File: config.mk
export PLATFORM = sky130hd
export DESIGN_NAME = example_4s_scan_ctrl
export DESIGN_NICKNAME = d
export VERILOG_FILES = /design/src/rtl/example_4s_scan_ctrl.sv
export SDC_FILE = /design/constraint.sdc
export NUM_CORES = 1
export LEC_CHECK = 0
export BUFFER_PORTS_ARGS = -buffer_cell sky130_fd_sc_hd__buf_4
export CORE_MARGIN = 4
export CORE_UTILIZATION = 45
export DETAILED_ROUTE_END_ITERATION = 10
export PLACE_DENSITY_LB_ADDON = 0.2
export SLEW_MARGIN = 20
export SYNTH_ARGS = -nofsm -noshare
export SYNTH_HDL_FRONTEND = slang
export SYNTH_SLANG_ARGS = --single-unit
File: constraint.sdc
create_clock -name clk -period 4.1 [get_ports clk]
set_input_delay 1.23 -clock clk [delete_from_list [all_inputs] [get_ports clk]]
set_output_delay 1.23 -clock clk [all_outputs]
set_load 0.01 [all_outputs]
File: src/rtl/example_4s_scan_ctrl.sv
// Exhaustive 4-input scan controller: drives all 16 vectors into a fixed
// combinational evaluator, captures its truth table and compares it against
// a golden table latched at start.
module example_4s_scan_ctrl #(
  parameter int unsigned SETTLE = 1
) (
  input  logic        clk,
  input  logic        rst,
  input  logic        start,
  input  logic        abort,
  input  logic [15:0] expected,
  output logic        busy,
  output logic        done,
  output logic        aborted,
  output logic [3:0]  vec,
  output logic [15:0] truth,
  output logic [4:0]  err_count,
  output logic [3:0]  first_err,
  output logic        mismatch
);

  typedef enum logic [1:0] {IDLE, DRIVE, SAMPLE, DONE} state_t;

  // Last settle count value before the vector is considered stable.
  localparam logic [3:0] CNT_LAST = 4'(SETTLE - 1);

  state_t      state, state_nxt;
  logic [3:0]  cnt;
  logic [15:0] exp_lat;
  logic        f;

  // Evaluator under test: pure function of the applied vector.
  always_comb begin
    logic a, b, c, d, t1, t2, t3, t4, t5, t6;
    {a, b, c, d} = vec;
    t1 = a & b;
    t2 = c & d;
    t3 = a ^ c;
    t4 = b ^ d;
    t5 = t1 | t2;
    t6 = t3 & ~t4;
    f  = (t5 & ~t6) | (t6 & ~t2);
  end

  // State register.
  always_ff @(posedge clk) begin
    if (rst) state <= IDLE;
    else     state <= state_nxt;
  end

  // Next-state and state-decoded outputs.
  always_comb begin
    state_nxt = state;
    busy      = 1'b0;
    done      = 1'b0;
    case (state)
      IDLE: begin
        if (start) state_nxt = DRIVE;
      end
      DRIVE: begin
        busy = 1'b1;
        if (abort)                state_nxt = IDLE;
        else if (cnt == CNT_LAST) state_nxt = SAMPLE;
      end
      SAMPLE: begin
        busy = 1'b1;
        if (abort)             state_nxt = IDLE;
        else if (vec == 4'hF)  state_nxt = DONE;
        else                   state_nxt = DRIVE;
      end
      DONE: begin
        done      = 1'b1;
        state_nxt = IDLE;
      end
      default: state_nxt = IDLE;
    endcase
  end

  // Scan datapath: vector/settle counters, capture and error tracking.
  // An abort in SAMPLE drops that cycle's capture so partial results only
  // cover fully sampled vectors.
  always_ff @(posedge clk) begin
    if (rst) begin
      aborted   <= 1'b0;
      vec       <= '0;
      cnt       <= '0;
      truth     <= '0;
      err_count <= '0;
      first_err <= '0;
      exp_lat   <= '0;
    end else begin
      aborted <= 1'b0;
      case (state)
        IDLE: begin
          if (start) begin
            vec       <= '0;
            cnt       <= '0;
            truth     <= '0;
            err_count <= '0;
            first_err <= '0;
            exp_lat   <= expected;
          end
        end
        DRIVE: begin
          if (abort) aborted <= 1'b1;
          else       cnt     <= cnt + 4'd1;
        end
        SAMPLE: begin
          if (abort) begin
            aborted <= 1'b1;
          end else begin
            truth[vec] <= f;
            if (f != exp_lat[vec]) begin
              err_count <= err_count + 5'd1;
              if (err_count == 5'd0) first_err <= vec;
            end
            if (vec != 4'hF) begin
              vec <= vec + 4'd1;
              cnt <= '0;
            end
          end
        end
        default: ;
      endcase
    end
  end

  assign mismatch = (err_count != 5'd0);

endmodule
==> flow_metrics.env, run 1 <==
export IMPL_outcome="completed"
export IMPL_post_cts_hold_buffer_count=0
export IMPL_place_inst=416
export IMPL_fin_worst_skew_ns=0.00861
export IMPL_vdd_drop_max_uv=181
export IMPL_synth_seq_area_share_pct=39.1
export IMPL_antenna_found_initial=0
export IMPL_drt_total_wl_mm=6.00
export IMPL_path_clk_slew_ns=0.09
export IMPL_dr_pass1_iters=4
export IMPL_drive_gt1_share_pct=20.5
export IMPL_slew_headroom_pct=43.1
export IMPL_ios=53
export IMPL_post_route_min_period_ns=3.11
export IMPL_die_y_um=84.9
export IMPL_synth_edff_count=0
export IMPL_slew_viol_final=0
export IMPL_fp_row_count=27
export IMPL_muxShareOfSynthArea_pct=4.93
export IMPL_postLayoutCoreUtil_pct=56.4
export IMPL_power_mw=1.01
export IMPL_avgViaCountPerCell=5.61
export IMPL_cts_buffers_inserted=5
export IMPL_fin_crit_sh_pct=75.8
export IMPL_initial_core_util_pct=47.5
export IMPL_grt_pass1_vias=2157
export IMPL_synth_top_family_by_area="simple AND/OR/NAND/NOR gates"
export IMPL_hp_class="reg -> reg"
export IMPL_htreeDepth=2
export IMPL_synth_compound_area_share_pct=18.5
export IMPL_ys_ff_latch=52
export IMPL_synth_fa_ha_area_share_pct=5.64
export IMPL_core_area_um2=5610
export IMPL_synth_net_count=343
export IMPL_synthesis_area_um2=2660
export IMPL_dieArea_um2=7210
export IMPL_antenna_left=0
export IMPL_grt_first_pass_wirelength_mm=10.3
export IMPL_synth_xor_xnor_area_share_pct=2.35
export IMPL_p_per_area_nw_per_um2=318
export IMPL_cts_tree="done"
export IMPL_hold_viol=0
export IMPL_layout_nets=383
export IMPL_yosys_area_share_simple_pct=24.1
export IMPL_routedWlPerCell_um=14.1
export IMPL_drc_errors=0
export IMPL_yosys_area_top_type_share_pct=39.1
export IMPL_nFillCells=546
export IMPL_maxCapViolations=0
export IMPL_dp_final_hpwl_mm=4.15
export IMPL_async_flop_share_pct=0
export IMPL_cts_sink_count=52
export IMPL_final_cells=424
export IMPL_syn_to_final_growth_pct=18.7
export IMPL_grt_use_total_pct=16.9
export IMPL_synth_cell_types=47
export IMPL_num_antenna_cells=0
export IMPL_vias=2379
export IMPL_synthMostInstantiatedCell="nand2_1"
export IMPL_avgSynthCellArea_um2=8.57
export IMPL_cts_setup_buffers=0
export IMPL_p_leak_nw=1.19
export IMPL_setup_viol=0
export IMPL_synth_top_cell_by_area="dfxtp_1"
export IMPL_yosys_top_cells_area="dfxtp_1 39%, nand2_1 7.8%, a21oi_1 7.1%, ha_1 5.6%, or3_1 2.3%"
export IMPL_cp_max_fo=6
export IMPL_grt_max_degree=54
export IMPL_crit_type="reg -> out"
export IMPL_startpoint_type="flop"
export IMPL_initialDrtViolationCount=177
export IMPL_rsz0062_at_grt="no"
export IMPL_tns_ns=0
export IMPL_cts_resized=0
export IMPL_insertion_delay_ns=0.30
export IMPL_die_w_um=84.9
export IMPL_portBuffers=52
export IMPL_worstMarginPinSlew_ns=0.842
export IMPL_ys_flop_type="dfxtp_1"
export IMPL_cts_root_buffer="clkbuf_8"
export IMPL_gr_total_overflow=0
export IMPL_synth_common_cells="55 x nand2_1, 52 x dfxtp_1, 38 x a21oi_1, 16 x nor2_1"
export IMPL_cp_data_required_time_ns=2.87
export IMPL_end_kind="output pin"
export IMPL_critPathArrivalTime_ns=1.88
export IMPL_place_congestion=0.789
export IMPL_synth_warnings=0
export IMPL_clock_fmax_ghz=0.322
export IMPL_clockBufferDepth=2
export IMPL_synthCells=311
==> layout by cell type, fill, tap and decap left out, types with 3 or more instances in the layout <==
cell      synthesis  layout
a32oi_1           5       5
o311ai_0          4       4
a311oi_1          3       3
a21oi_1          38      38
nand2_2           3       3
dfxtp_1          52      52
o311ai_1          4       4
o21ai_0           7       7
o211ai_1          8       8
nand3_1           7       7
nand3b_1          5       5
nand2b_1          7       7
nand4_1           8       8
or4_1             3       3
or3_1            10      10
nor2_1           16      16
ha_1             12      12
xnor2_1           3       3
clkbuf_8          0       5
inv_1            12      12
buf_4             2      53
nand2_1          55      55
==> path summary, 6_finish.rpt <==
check | from | end | slack (ns) | cells past startpoint
max | err_count[0] | mismatch | 0.99 | 5
min | exp_lat[11] | exp_lat[11] | 0.46 | 2
max reg2reg | vec[0] | err_count[4] | 1.65 | 6
min reg2reg | exp_lat[11] | exp_lat[11] | 0.46 | 2
==> stage by stage <==
stage	hold WS (ns)	instance area, um^2	setup WS (ns)
after global placement	0.440	3050	1.28
after detailed placement	0.446	3050	1.22
after floorplan	0.432	2660	1.57
after CTS	0.459	3160	0.973
after global routing	0.482	3160	0.722
final	0.460	3160	0.993
==> kinds of logic after synthesis <==
group,after synthesis
flops,52
simple gates,126
buf+inv,32
fa+ha+maj,12
xor+xnor,5
mux,6
compound gates,78
==> sequential cells by signal, indices dropped and copies added, names as in the netlist <==
name and count:
exp_lat 16, truth 16, err_count 5, cnt 4, first_err 4, vec 4, state 2, aborted 1
==> report_power, final <==
| group | total, mW | switching [mW] | internal [mW] | leakage, nW |
|---|---|---|---|---|
| clock | 0.350 | 0.169 | 0.182 | 0.0552 |
| combinational | 0.127 | 0.0781 | 0.0494 | 0.714 |
| sequential | 0.529 | 0.00858 | 0.520 | 0.422 |
| total | 1.01 | 0.255 | 0.751 | 1.19 |
==> layer usage <==
layer  wire length (um)  GRT usage [%]  share of wire (%)  up-vias
met5                  0              0                  0        -
met2               2740           27.0                 46       54
met3                301           3.11                5.0        5
met4                 47           3.45               0.78        0
met1               2910           23.8                 49     1119
li1                   -              -                  -     1201
==> worst max-delay path, cell delays in order, from the launching register on <==
cell and delay (ns):
dfxtp_1 0.36, inv_1 0.09, ha_1 0.15, nor4b_1 0.69
inv_1 0.12, buf_4 0.18
==> cell type report <==
cell class | count | area (um^2) | area share (%)
Clock buffer | 6 | 72.6 | 2.30
Multi-Input combinational cell | 227 | 1480 | 46.8
Clock inverter | 2 | 35.0 | 1.11
Inverter | 12 | 45.0 | 1.42
Tap cell | 72 | 90.1 | 2.85
Timing Repair Buffer | 53 | 398 | 12.6
Sequential cell | 52 | 1040 | 32.9
(Power assumes the default switching activity.)
==> run 2, diff against run 1 <==
--- a/config.mk
+++ b/config.mk
@@ -5,6 +5,7 @@
 export SDC_FILE = /design/constraint.sdc
 export NUM_CORES = 1
 export LEC_CHECK = 0
+export ABC_AREA = 1
 export BUFFER_PORTS_ARGS = -buffer_cell sky130_fd_sc_hd__buf_4
 export CORE_MARGIN = 4
 export CORE_UTILIZATION = 45
==> constraint.sdc (replaced) <==
create_clock -name clk -period 3.3 [get_ports clk]
set_input_delay 0.99 -clock clk [delete_from_list [all_inputs] [get_ports clk]]
set_output_delay 0.99 -clock clk [all_outputs]
set_load 0.01 [all_outputs]
==> run 2 against run 1 <==
Hold slack worse by 0.0029 ns; largest cell class unchanged; first-iteration DRC count decreased by 28%; total power rose by 39%; highest routed layer unchanged.
==> flow_metrics.env, run 2 <==
export IMPL_outcome="completed"
export IMPL_avgSynthCellArea_um2=7.08
export IMPL_post_route_min_period_ns=2.21
export IMPL_rsz0062_at_grt="no"
export IMPL_fin_worst_skew_ns=0.00745
export IMPL_die_y_um=86.5
export IMPL_dp_final_hpwl_mm=4.40
export IMPL_hold_start="exp_lat[12]"
export IMPL_place_inst=505
export IMPL_crit_type="reg -> out"
export IMPL_power_frac_clock_pct=26.4
export IMPL_synth_seq_area_share_pct=37.6
export IMPL_r2r_end="cnt[1]"
export IMPL_path_clk_slew_ns=0.09
export IMPL_antenna_found_initial=0
export IMPL_hp_class="reg -> reg"
export IMPL_clockBufferDepth=2
export IMPL_yosys_area_top_type_share_pct=37.6
export IMPL_worstPathCellList="inv_1 -> ha_1 -> buf_4"
export IMPL_antenna_left=0
export IMPL_tns_ns=0
export IMPL_setup_viol=0
export IMPL_place_congestion=0.838
export IMPL_cts_buffers_inserted=5
export IMPL_hold_viol=0
export IMPL_htreeDepth=2
export IMPL_vdd_drop_max_uv=173
export IMPL_drc_errors=0
export IMPL_yosys_top_cells_area="dfxtp_1 38%, nand2_1 9.2%, inv_1 8.4%, o21ai_0 7.8%, nand3_1 6.3%"
export IMPL_gr_total_overflow=0
export IMPL_synthMostInstantiatedCell="nand2_1"
export IMPL_path_buf_inv=2
export IMPL_cts_tree="done"
export IMPL_grt_pass1_vias=2257
export IMPL_max_stage_delay_ns=0.40
export IMPL_p_seq_share_pct=49.6
export IMPL_slew_viol_final=0
export IMPL_ys_ff_latch=52
export IMPL_vias=2530
export IMPL_cts_root_buffer="clkbuf_8"
export IMPL_cts_setup_buffers=0
export IMPL_grt_first_pass_wirelength_mm=10.3
export IMPL_end_kind="output pin"
export IMPL_grt_use_total_pct=16.8
export IMPL_p_leak_nw=1.57
export IMPL_final_cells=513
export IMPL_reg2reg_from="vec[1]"
export IMPL_cp_max_fo=4
export IMPL_post_cts_hold_buffer_count=0
export IMPL_routedWlPerCell_um=11.8
export IMPL_grt_max_degree=39
export IMPL_cts_resized=0
export IMPL_synthesis_area_um2=2770
export IMPL_synthCells=391
export IMPL_drt_total_wl_mm=6.06
export IMPL_p_per_area_nw_per_um2=426
export IMPL_clock_fmax_ghz=0.452
export IMPL_synth_common_cells="68 x nand2_1, 62 x inv_1, 52 x dfxtp_1, 43 x o21ai_0, 35 x nand3_1"
export IMPL_synth_net_count=423
export IMPL_synth_cell_types=36
export IMPL_avgViaCountPerCell=4.93
export IMPL_core_area_um2=5960
export IMPL_async_flop_share_pct=0
export IMPL_startpoint_type="flop"
export IMPL_critPathArrivalTime_ns=1.22
export IMPL_switching_share_pct=30.6
export IMPL_layout_nets=469
export IMPL_reg_top3="exp_lat: 16 flops, truth: 16 flops, err_count: 5 flops"
export IMPL_drive_gt1_share_pct=18.7
export IMPL_cp_data_required_time_ns=2.31
export IMPL_synth_edff_count=0
export IMPL_maxCapViolations=0
export IMPL_synth_warnings=0
export IMPL_die_w_um=86.5
export IMPL_p_comb_share_pct=24.0
export IMPL_slew_headroom_pct=65.7
export IMPL_insertion_delay_ns=0.30
export IMPL_whs_path_depth=2
export IMPL_ios=53
export IMPL_ys_flop_type="dfxtp_1"
export IMPL_intPower_mw=0.973
export IMPL_initialDrtViolationCount=127
export IMPL_reg2regPathDepth=9
export IMPL_num_antenna_cells=0
export IMPL_portBuffers=52
export IMPL_cts_sink_count=52
export IMPL_p_sw_mw=0.428
export IMPL_syn_to_final_growth_pct=18.6
export IMPL_worstMarginPinSlew_ns=0.513
export IMPL_cp_slowest_cell="dfxtp_1"
export IMPL_reg2reg_slack_ns=1.10
export IMPL_dieArea_um2=7480
export IMPL_synth_top_cell_by_area="dfxtp_1"
export IMPL_dr_pass1_iters=4
export IMPL_initial_core_util_pct=46.5
export IMPL_critPathTopFamily="flip-flops"
export IMPL_fp_row_count=28
export IMPL_final_cell_mix="68 x nand2_1, 62 x inv_1, 56 x buf_4, 52 x dfxtp_1, 43 x o21ai_0"
export IMPL_layout_commonest_cell="nand2_1"
export IMPL_min_to="exp_lat[12]"
export IMPL_fin_crit_sh_pct=67.1
==> run 2: worst max path at each step <==
| stage | startpoint | to | slack (ns) | depth (start not counted) |
|---|---|---|---|---|
| 2_1_floorplan | rst | truth[10] | 1.36 | 7 |
| 3_3_place_gp | start | truth[1] | 0.94 | 7 |
| 3_5_place_dp | start | vec[3] | 0.95 | 8 |
| 4_1_cts | err_count[0] | mismatch | 1.07 | 4 |
| 5_1_grt | vec[1] | cnt[1] | 0.86 | 9 |
| 6_report | state[1] | busy | 1.09 | 3 |
==> run 2: layout make-up <==
| type | count | area [um^2] |
|---|---|---|
| fillers | 597 | 2670 |
| multi-input cells | 255 | 1390 |
| clock buffers | 8 | 90.1 |
| inverters | 67 | 251 |
| well taps | 75 | 93.8 |
| repair buffers | 56 | 420 |
| flip-flops and latches | 52 | 1040 |
==> run 2: kinds of logic (layout without fill, tap and decap cells) <==
| family | count (synthesis) | after routing | share of synthesized area, % |
|---|---|---|---|
| AND/OR/NAND/NOR | 151 | 151 | 25.1 |
| AO/OA/AOI/OAI | 87 | 87 | 18.0 |
| buffers and inverters | 84 | 131 | 12.3 |
| flip-flops | 52 | 52 | 37.6 |
| adder cells (fa/ha/maj) | 12 | 12 | 5.42 |
| XOR/XNOR | 5 | 5 | 1.58 |
==> run 2: power groups by stage <==
stage	clock (mW)	combinational [mW]	sequential, mW
CTS	0.388	0.339	0.695
global placement	0	0.334	0.709
detailed placement	0	0.337	0.710
finish	0.370	0.336	0.695
floorplan	0	0.238	0.713
global route	0.410	0.388	0.700
==> run 2: through the flow <==
| stage | power [mW] | instance area [um^2] | setup WS, ns | utilization, % | hold slack [ns] |
|---|---|---|---|---|---|
| after floorplan | 0.951 | 2770 | 1.36 | - | 0.429 |
| after global placement | 1.04 | 3200 | 0.941 | 53.7 | 0.440 |
| after detailed placement | 1.05 | 3200 | 0.947 | 53.7 | 0.445 |
| after CTS | 1.42 | 3290 | 1.07 | 55.2 | 0.459 |
| after global routing | 1.50 | 3290 | 0.862 | 55.2 | 0.484 |
| final | 1.40 | 3290 | 1.09 | 55.2 | 0.457 |
==> run 2: routing by layer <==
metal	up-vias	global-route usage [%]	wire, um
met5	-	0	0
met4	0	3.82	29
met3	2	3.42	274
met2	48	27.3	2800
met1	1130	23.1	2950
li1	1350	-	-
==> run 2: worst reg2reg max path: stages (launching register included) <==
cell and delay [ns]:
dfxtp_1 0.65, ha_1 0.37, inv_1 0.13, nor2_1 0.16, inv_1 0.10, nor2_1 0.18, nor3_2 0.10, inv_2 0.12
o21ai_2 0.10, a211oi_1 0.20
==> run 3, diff against run 2 <==
--- a/config.mk
+++ b/config.mk
@@ -5,7 +5,7 @@
 export SDC_FILE = /design/constraint.sdc
 export NUM_CORES = 1
 export LEC_CHECK = 0
-export ABC_AREA = 1
+export ABC_AREA = 0
 export BUFFER_PORTS_ARGS = -buffer_cell sky130_fd_sc_hd__buf_4
 export CORE_MARGIN = 4
 export CORE_UTILIZATION = 45
==> constraint.sdc (replaced) <==
create_clock -name clk -period 1.95 [get_ports clk]
set_input_delay 0.585 -clock clk [delete_from_list [all_inputs] [get_ports clk]]
set_output_delay 0.585 -clock clk [all_outputs]
set_load 0.01 [all_outputs]
==> run 3 against run 2 <==
The run now ends with setup timing left; routed wire length up 10%; non-clock buffer count up 30; highest routed layer unchanged; flip-flop and latch count unchanged; critical path depth up 5; clock skew up 0.0020 ns; final cell count down 11%.
==> flow_metrics.env, run 3 (synthesized netlist as in run 1, its figures left out) <==
export IMPL_hp_class="reg -> reg"
export IMPL_routedWlPerCell_um=14.6
export IMPL_fin_hold_ws_ns=0.458
export IMPL_setup_viol=9
export IMPL_layout_nets=416
export IMPL_antenna_left=0
export IMPL_path_buf_inv=2
export IMPL_place_congestion=0.794
export IMPL_hold_viol=0
export IMPL_slew_headroom_pct=67.0
export IMPL_initialDrtViolationCount=130
export IMPL_cp_max_fo=7
export IMPL_antenna_found_initial=0
export IMPL_vias=2484
export IMPL_critPathArrivalTime_ns=2.25
export IMPL_portBuffers=52
export IMPL_post_route_min_period_ns=2.03
export IMPL_nFillCells=525
export IMPL_num_antenna_cells=0
export IMPL_grt_max_degree=31
export IMPL_rsz0062_at_grt="yes"
export IMPL_p_per_area_nw_per_um2=604
export IMPL_path_clk_slew_ns=0.10
export IMPL_hold_start="exp_lat[2]"
export IMPL_crit_start="vec[0]"
export IMPL_layout_setup_ws_ns=-0.0754
export IMPL_cts_root_buffer="clkbuf_8"
export IMPL_dr_pass1_iters=4
export IMPL_final_cell_mix="81 x buf_4, 54 x nand2_1, 48 x dfxtp_1, 34 x a21oi_1, 16 x nor2_1"
export IMPL_p_leak_nw=1.41
export IMPL_grt_use_total_pct=18.1
export IMPL_startpoint_type="flop"
export IMPL_gr_total_overflow=0
export IMPL_outcome="finished with violations"
export IMPL_drive_gt1_share_pct=33.5
export IMPL_grt_pass1_vias=2274
export IMPL_grt_first_pass_wirelength_mm=11.0
export IMPL_reg2reg_from="vec[0]"
export IMPL_violations="setup timing"
export IMPL_initial_core_util_pct=47.5
export IMPL_core_area_um2=5610
export IMPL_insertion_delay_ns=0.30
export IMPL_clockBufferDepth=2
export IMPL_cp_data_required_time_ns=2.17
export IMPL_clock_fmax_ghz=0.494
export IMPL_maxCapViolations=0
export IMPL_vdd_drop_max_uv=406
export IMPL_drt_total_wl_mm=6.68
export IMPL_cts_sink_count=52
export IMPL_cts_tree="done"
export IMPL_fp_row_count=27
export IMPL_power_mw=2.14
export IMPL_post_cts_hold_buffer_count=0
export IMPL_dp_final_hpwl_mm=4.59
export IMPL_worstPathCellList="mux4_2 -> nand3b_1 -> nand4_4 -> buf_12 -> xnor2_4 -> buf_6 -> nand4_1 -> o311ai_2"
export IMPL_cp_slowest_cell="mux4_2"
export IMPL_cts_buffers_inserted=5
export IMPL_fin_crit_sh_pct=104
export IMPL_critPathTopFamily="multiplexers"
export IMPL_end_kind="flop"
export IMPL_multi_input_area_um2=1580
export IMPL_reg_top3="exp_lat: 16 flops, truth: 16 flops, err_count: 5 flops"
export IMPL_max_stage_delay_ns=0.52
export IMPL_crit_type="reg -> reg"
export IMPL_syn_to_final_growth_pct=32.9
export IMPL_die_y_um=84.9
export IMPL_htreeDepth=2
export IMPL_fin_worst_skew_ns=0.00941
export IMPL_die_w_um=84.9
export IMPL_dpl_worst_slack_ns=-0.106
export IMPL_ios=53
export IMPL_worstMarginPinSlew_ns=0.494
export IMPL_layout_commonest_cell="buf_4"
export IMPL_slew_viol_final=0
export IMPL_dieArea_um2=7210
export IMPL_drc_errors=0
export IMPL_avgViaCountPerCell=5.44
export IMPL_seqCellArea_um2=1050
==> run 3: cell types whose count changed in the layout (fill, tap and decap cells not counted), sizes merged, moves of 13 or more <==
cell   previous run  this run
buf              56        85
inv              67        12
nand2            71        58
nand3            37         7
nor2             30        16
o21ai            49         9
==> run 3: final cells by class <==
type	instances	area share (%)
flip-flops and latches	52	29.6
repair buffers	86	19.0
inverters	12	1.27
well taps	72	2.54
multi-input cells	227	44.6
clock buffers	6	2.65
clock inverters	2	0.353
==> run 3: final timing paths <==
| kind | cells after the start | to | slack (ns) |
|---|---|---|---|
| hold / removal | 2 | exp_lat[2] | 0.46 |
| setup / recovery | 8 | first_err[2] | -0.08 |
| hold reg to reg | 2 | exp_lat[2] | 0.46 |
| setup reg to reg | 8 | first_err[2] | -0.08 |
==> run 3: where the power goes <==
| group | total (mW) | switching, mW | internal [mW] |
|---|---|---|---|
| Clock | 0.692 | 0.363 | 0.329 |
| Sequential | 1.11 | 0.0195 | 1.09 |
| Combinational | 0.336 | 0.186 | 0.150 |
==> run 3: timing repair <==
| item | CTS | global route |
|---|---|---|
| setup buffers | 1 | 6 |
| pin swaps | 8 | 10 |
| gates cloned | 0 | 1 |
| setup endpoints to repair | 15 | 27 |
| resized for setup | 6 | 21 |
==> run 3: worst min-delay path, cell delays in order, from the launching register on <==
cell	delay, ns
dfxtp_1	0.32
nand2_1	0.05
a21oi_1	0.05
==> run 3: metrics by stage <==
stage / TNS, ns / utilization [%] / std cells / instance area [um^2]
final: -0.345 / 63.1 / 457 / 3540
after floorplan: -0.114 / - / 311 / 2660
after CTS: -0.217 / 60.2 / 450 / 3380
after detailed placement: -0.395 / 57.7 / 441 / 3240
after global routing: -1.97 / 63.1 / 457 / 3540
after global placement: -0.00152 / 57.7 / 441 / 3240
==> run 3: layer usage <==
metal  vias up  wire, um  global-route usage [%]
met5         -         0                       0
met4         0        87                    3.31
met3        10       354                    3.79
met2        65      3090                    28.1
li1       1254         -                       -
met1      1155      3140                    26.2
